`config.mk`:
```
export PLATFORM = sky130hd
export DESIGN_NAME = alu_mul_seq
export DESIGN_NICKNAME = d
export VERILOG_FILES = /design/src/rtl/alu_mul_seq.sv
export SDC_FILE = /design/constraint.sdc
export NUM_CORES = 1
export LEC_CHECK = 0
export ABC_CLOCK_PERIOD_IN_PS = 2000
export CAP_MARGIN = 30
export CORE_MARGIN = 2
export CORE_UTILIZATION = 47
export DETAILED_ROUTE_END_ITERATION = 8
export PLACE_DENSITY = 0.77
export SYNTH_ARGS = -nofsm -noshare
export SYNTH_HDL_FRONTEND = slang
export SYNTH_SLANG_ARGS = --single-unit
```
`constraint.sdc`:
```
create_clock -name i_w_clk -period 2 [get_ports i_w_clk]
set_clock_uncertainty 0.1 [all_clocks]
set_input_delay 0.4 -clock i_w_clk [delete_from_list [all_inputs] [get_ports i_w_clk]]
set_output_delay 0.4 -clock i_w_clk [all_outputs]
set_load 0.05 [all_outputs]
```
`src/rtl/alu_mul_seq.sv`:
```
// Shift-and-add unsigned multiplier that borrows the datapath ALU for every add/shift step.
// Optional macro ALU_MUL_ZERO_SKIP_EN: a start with a zero operand completes immediately.
module alu_mul_seq #(
    parameter int p_data_width  = 16,
    parameter int p_flags_width = 5
) (
    input  logic                        i_w_clk,
    input  logic                        i_w_rst_n,
    input  logic                        i_w_start,
    input  logic [p_data_width-1:0]     i_w_op_a,
    input  logic [p_data_width-1:0]     i_w_op_b,
    output logic                        o_w_busy,
    output logic                        o_w_done,
    output logic [2*p_data_width-1:0]   o_w_product,
    output logic [3:0]                  o_w_alu_opcode,
    output logic [p_data_width-1:0]     o_w_alu_in1,
    output logic [p_data_width-1:0]     o_w_alu_in2,
    output logic                        o_w_alu_carry,
    output logic                        o_w_alu_oe,
    input  logic [p_data_width-1:0]     i_w_alu_out,
    input  logic [p_flags_width-1:0]    i_w_alu_flags
);

    localparam int N  = p_data_width;
    localparam int CW = $clog2(N) + 1;
    localparam logic [CW-1:0] LAST_CNT = CW'(N - 1);
    localparam logic [3:0] OP_ADC = 4'd0;
    localparam logic [3:0] OP_SHR = 4'd8;

    typedef enum logic [1:0] {
        S_IDLE,
        S_ADD,
        S_SHIFT,
        S_DONE
    } state_t;

    state_t          state;
    logic [N-1:0]    mcand;
    logic [N-1:0]    acc_hi;
    logic [N-1:0]    acc_lo;
    logic            c_save;
    logic [CW-1:0]   cnt;

    logic [N-1:0]    shift_hi;
    logic [N-1:0]    shift_lo;
    logic            zero_skip;
    logic            unused_flags;

    // Only the carry flag matters here; the other flag bits are deliberately ignored.
    assign unused_flags  = ^i_w_alu_flags;
    assign o_w_alu_carry = 1'b0;

    // The ADD carry-out re-enters at the top of acc_hi; the bit shifted out of acc_hi feeds acc_lo.
    assign shift_hi = i_w_alu_out | {c_save, {(N-1){1'b0}}};
    assign shift_lo = {i_w_alu_flags[0], acc_lo[N-1:1]};

`ifdef ALU_MUL_ZERO_SKIP_EN
    assign zero_skip = (i_w_op_a == '0) || (i_w_op_b == '0);
`else
    assign zero_skip = 1'b0;
`endif

    // ALU pins are registered, so each transition preloads the operands for the state being entered.
    always_ff @(posedge i_w_clk or negedge i_w_rst_n) begin
        if (!i_w_rst_n) begin
            state          <= S_IDLE;
            mcand          <= '0;
            acc_hi         <= '0;
            acc_lo         <= '0;
            c_save         <= 1'b0;
            cnt            <= '0;
            o_w_busy       <= 1'b0;
            o_w_done       <= 1'b0;
            o_w_product    <= '0;
            o_w_alu_opcode <= OP_ADC;
            o_w_alu_in1    <= '0;
            o_w_alu_in2    <= '0;
            o_w_alu_oe     <= 1'b0;
        end else begin
            case (state)
                S_ADD: begin
                    acc_hi         <= i_w_alu_out;
                    c_save         <= i_w_alu_flags[0];
                    state          <= S_SHIFT;
                    o_w_alu_opcode <= OP_SHR;
                    o_w_alu_in1    <= i_w_alu_out;
                    o_w_alu_in2    <= '0;
                    o_w_alu_oe     <= 1'b1;
                end

                S_SHIFT: begin
                    acc_hi <= shift_hi;
                    acc_lo <= shift_lo;
                    cnt    <= cnt + 1'b1;
                    if (cnt == LAST_CNT) begin
                        o_w_product    <= {shift_hi, shift_lo};
                        state          <= S_DONE;
                        o_w_busy       <= 1'b0;
                        o_w_done       <= 1'b1;
                        o_w_alu_opcode <= OP_ADC;
                        o_w_alu_in1    <= '0;
                        o_w_alu_in2    <= '0;
                        o_w_alu_oe     <= 1'b0;
                    end else begin
                        state          <= S_ADD;
                        o_w_alu_opcode <= OP_ADC;
                        o_w_alu_in1    <= shift_hi;
                        o_w_alu_in2    <= shift_lo[0] ? mcand : '0;
                        o_w_alu_oe     <= 1'b1;
                    end
                end

                default: begin
                    // IDLE and DONE share the same start handling, which gives back-to-back operation.
                    state          <= S_IDLE;
                    o_w_busy       <= 1'b0;
                    o_w_done       <= 1'b0;
                    o_w_alu_opcode <= OP_ADC;
                    o_w_alu_in1    <= '0;
                    o_w_alu_in2    <= '0;
                    o_w_alu_oe     <= 1'b0;
                    if (i_w_start) begin
                        mcand  <= i_w_op_a;
                        acc_lo <= i_w_op_b;
                        acc_hi <= '0;
                        c_save <= 1'b0;
                        cnt    <= '0;
                        if (zero_skip) begin
                            o_w_product <= '0;
                            o_w_done    <= 1'b1;
                            state       <= S_DONE;
                        end else begin
                            state       <= S_ADD;
                            o_w_busy    <= 1'b1;
                            o_w_alu_oe  <= 1'b1;
                            o_w_alu_in2 <= i_w_op_b[0] ? i_w_op_a : '0;
                        end
                    end
                end
            endcase
        end
    end

endmodule

```
==> summary.md <==
| Metric | Value |
|---|---|
| Outcome | `finished, violations left` |
| Violated checks | `negative hold slack` |
| Maximum Capacitance Violations | `0` |
| Initial drt markers | `92` |
| Vias in the first global route | `2765` |
| GR Util All Layers | `18.1%` |
| Total number of vias | `2785` |
| Max incr delay on CP | `430 ps` |
| Fraction of layout cells with a size suffix above 1 | `23.2%` |
| Ordered cell list for the critical path | `ha_2 > and3_1 > ha_1 > nand2_2 > buf_12 > mux2_2` |
| Cell-internal power | `4310 µW` |
| CP Data Required Time | `2150 ps` |
| Post-DP HPWL | `5880 µm` |
| Horizontal extent of the die | `98.5 µm` |
| Worst setup path class | `flip-flop to flip-flop` |
| Hold buffer count at cts | `0` |
| Post-route setup slack | `88.1 ps` |
| Commonest cells in the netlist | `sky130_fd_sc_hd__dfrtp_1 (107), sky130_fd_sc_hd__mux2_2 (47), sky130_fd_sc_hd__nand2_1 (24)` |
| Kind of launch point of the worst setup path | `flip-flop` |
| Initial DRT Pass Iterations | `4` |
| Root Driver | `sky130_fd_sc_hd__clkbuf_8` |
| Power density over the cells | `1230 nW/µm²` |
| Power spent charging and discharging nets | `2610 µW` |
| Number of design rule violations left after detail routing | `0` |
| Number of register bits inferred by synthesis | `107` |
| Maximum clock path buffer count | `2` |
| Routed length per instance | `15.7 µm` |
| Vias per cell | `5.12` |
| Leak | `0.00269 µW` |
| Die span in y | `98.5 µm` |
| Total Nets Final | `492` |
| Wire length of the first global-routing pass | `13800 µm` |
| Critical path peak fanout | `25` |
| Maximum number of pins on one net before global-route repair | `108` |
| Clock edge transition at the registers on the reported setup and hold paths | `100 ps` |
| RSZ-0062 raised after global routing | `no` |
| Post-synthesis cell type with the largest combined area | `sky130_fd_sc_hd__dfrtp_1` |
| Upper clock frequency limit | `0.523 GHz` |
| Total non-filler cell area in the finished layout | `5640 µm²` |
| Antenna diode instance count | `0` |
| Capturing element of the worst setup path | `o_w_product[14]` |
| Count of mapped cells out of synthesis | `308` |
| Clock network fraction of total power | `20.1%` |
| Synth-to-Final Area Change | `34.2%` |
| EDFF count, synth | `0` |
| Port Buffer Count | `119` |
| Switching share of power | `37.7%` |
| Min Clock Period, post-route | `1910 ps` |
| Flip-flop cell with the highest count after synthesis | `sky130_fd_sc_hd__dfrtp_1` |
| Final max-slew violation count | `0` |
| Number of H-tree branching levels | `3` |
| Sort of element at the end of the critical path | `flip-flop` |
| Critical Path Start | `cnt[0]` |
| Proportion of synthesized chip area in sequential cells | `63.8%` |
| Launch instance of the worst register-to-register path | `cnt[0]` |
| Post-synthesis instance area | `4200 µm²` |
| Standard cell with the maximum stage delay on the critical path | `sky130_fd_sc_hd__dfrtp_1` |
| Starting Density | `48.4%` |
| Final global-route overflow total | `0` |
| FF-to-FF setup slack | `90 ps` |
| I/O pin cnt | `128` |
| Number of cells traversed by the worst register-to-register path | `6` |
| Number of standard cells in the final layout excluding fillers | `544` |
| Sequential power share | `43.5%` |
| Placed Cells | `527` |
| Area after detailed placement | `5470 µm²` |
| Clock tree from TritonCTS | `yes` |
| Accumulated negative setup slack | `0 ps` |
| Worst-Skew Late Latency | `360 ps` |
| Total clock buffers created by CTS | `9` |
| Avg Inst Size Synth | `13.6 µm²` |
| GP Congestion | `0.769` |
| Final setup fails | `0` |
| WL final | `8520 µm` |
| Portion of synthesized cell area occupied by the leading cell type | `63.8%` |
| Area of the die | `9710 µm²` |
| Portion of total power attributed to combinational logic | `36.4%` |
| Core area | `8680 µm²` |
| Worst min-delay path category | `input pin to async pin` |
| Async set-reset flop share out of synthesis | `100%` |
| Unique masters post-synth | `31` |
| Transition time of the tightest slew-check pin | `614 ps` |
| Headroom to the max-slew limit | `59.1%` |
| Most frequently used cell type in the post-synthesis netlist | `sky130_fd_sc_hd__dfrtp_1` |
| Antenna violation net count after detailed routing | `0` |
| Data arrival at the endpoint of the critical path | `2070 ps` |
| Final Hold Fails | `25` |
| Worst vdd ir | `0.541 mV` |
| Dpl ws | `-17.5 ps` |
| Fin Hold WS | `-57.5 ps` |
| Initial antenna violation count | `0` |
| FF-to-FF End | `o_w_product[14]` |
| Row cnt | `34` |
| Clock Sink Count | `107` |
| Most area-consuming cells after synthesis | `sky130_fd_sc_hd__dfrtp_1 (64%), sky130_fd_sc_hd__mux2_2 (13%), sky130_fd_sc_hd__mux2i_1 (3.6%), sky130_fd_sc_hd__a22o_1 (3.5%), sky130_fd_sc_hd__o21ai_0 (2.7%)` |
| Fraction of the cycle the final worst path needs | `95.6%` |
| Ys Warns | `0` |
## through the flow
stage / util, % / power (µW)
global route: 64.9 / 7280
floorplan: - / 4820
global placement: 63.0 / 5590
detailed placement: 63.0 / 5690
finish: 64.9 / 6910
CTS: 64.8 / 6960
## layout by cell type (no fill, tap or decap), types with 2 or more instances in the layout
cell,n
sky130_fd_sc_hd__clkinv_4,2
sky130_fd_sc_hd__nand2_2,2
sky130_fd_sc_hd__nand2_1,24
sky130_fd_sc_hd__buf_4,28
sky130_fd_sc_hd__dlygate4sd2_1,47
sky130_fd_sc_hd__ha_1,4
sky130_fd_sc_hd__buf_12,4
sky130_fd_sc_hd__clkbuf_8,10
sky130_fd_sc_hd__mux2_2,47
sky130_fd_sc_hd__a21oi_1,5
sky130_fd_sc_hd__nor2_1,4
sky130_fd_sc_hd__dfrtp_1,107
sky130_fd_sc_hd__a22o_1,17
sky130_fd_sc_hd__o21ai_0,23
sky130_fd_sc_hd__conb_1,4
sky130_fd_sc_hd__inv_1,8
sky130_fd_sc_hd__and3_1,2
sky130_fd_sc_hd__mux2i_1,15
sky130_fd_sc_hd__clkdlybuf4s50_1,50
sky130_fd_sc_hd__and2_1,15
sky130_fd_sc_hd__clkinvlp_4,2
## routing by layer
metal | global-route usage [%] | up-vias | share of wire (%)
li1 | - | 1303 | -
met1 | 23.1 | 1395 | 44
met2 | 29.8 | 72 | 50
met3 | 3.83 | 15 | 4.1
met4 | 8.22 | 0 | 2.2
met5 | 0 | - | 0
## logic make-up (layout without fill, tap and decap cells)
family	after synthesis	in the layout	synth area share, %
simple gates	54	54	6.59
flops	107	107	63.8
buf+inv	29	154	4.02
other cells	1	4	0.0893
fa+ha+maj	5	5	1.49
compound gates	50	50	7.87
mux	62	62	16.2
## worst min-delay path by stage
stage	endpoint	cells after the start	from	slack [ps]
3_5_place_dp	o_w_alu_in2[3]	1	mcand[3]	370
5_1_grt	o_w_product[5]	2	i_w_rst_n	20
2_1_floorplan	acc_lo[10]	0	i_w_rst_n	4
4_1_cts	o_w_product[30]	2	i_w_rst_n	4
6_report	o_w_product[6]	2	i_w_rst_n	-60
3_3_place_gp	o_w_product[31]	2	o_w_product[31]	360
## power groups by stage
stage	Clock [µW]	Sequential (µW)	Combinational, µW
final	1390	3010	2510
after global routing	1490	3090	2700
after CTS	1420	3010	2530
after detailed placement	0	3060	2620
after global placement	0	3030	2560
after floorplan	0	3710	1110
## critical path: cells and delay by family, from the launching register on
family | cells | cell delay (ps)
adders and majority gates | 2 | 420
buffers and inverters | 1 | 190
DFF | 1 | 430
muxes | 1 | 350
and+or+nand+nor | 2 | 300
## area by class of cell
class                   instances  area, µm²
clock inverters                 6       73.8
well taps                     108        135
repair buffers                130       1210
inverters                       8       30.0
clock buffers                  10        138
fillers                       708       3040
multi-input cells             175       1370
flip-flops and latches        107       2680
## state kept, by name, summed over array words and instances, names as in the netlist
name	count
o_w_done	1
cnt	5
o_w_alu_in1	16
o_w_alu_opcode	1
c_save	1
o_w_busy	1
o_w_alu_in2	16
o_w_alu_oe	1
state	2
o_w_product	32
mcand	16
acc_lo	15
## what timing repair did
item | CTS | global route
buffers inserted | 0 | 1
endpoints found under the hold margin | 0 | 0
setup endpoints to repair | 47 | 34
gates resized for setup | 47 | 2
(Power assumes the default switching activity.)
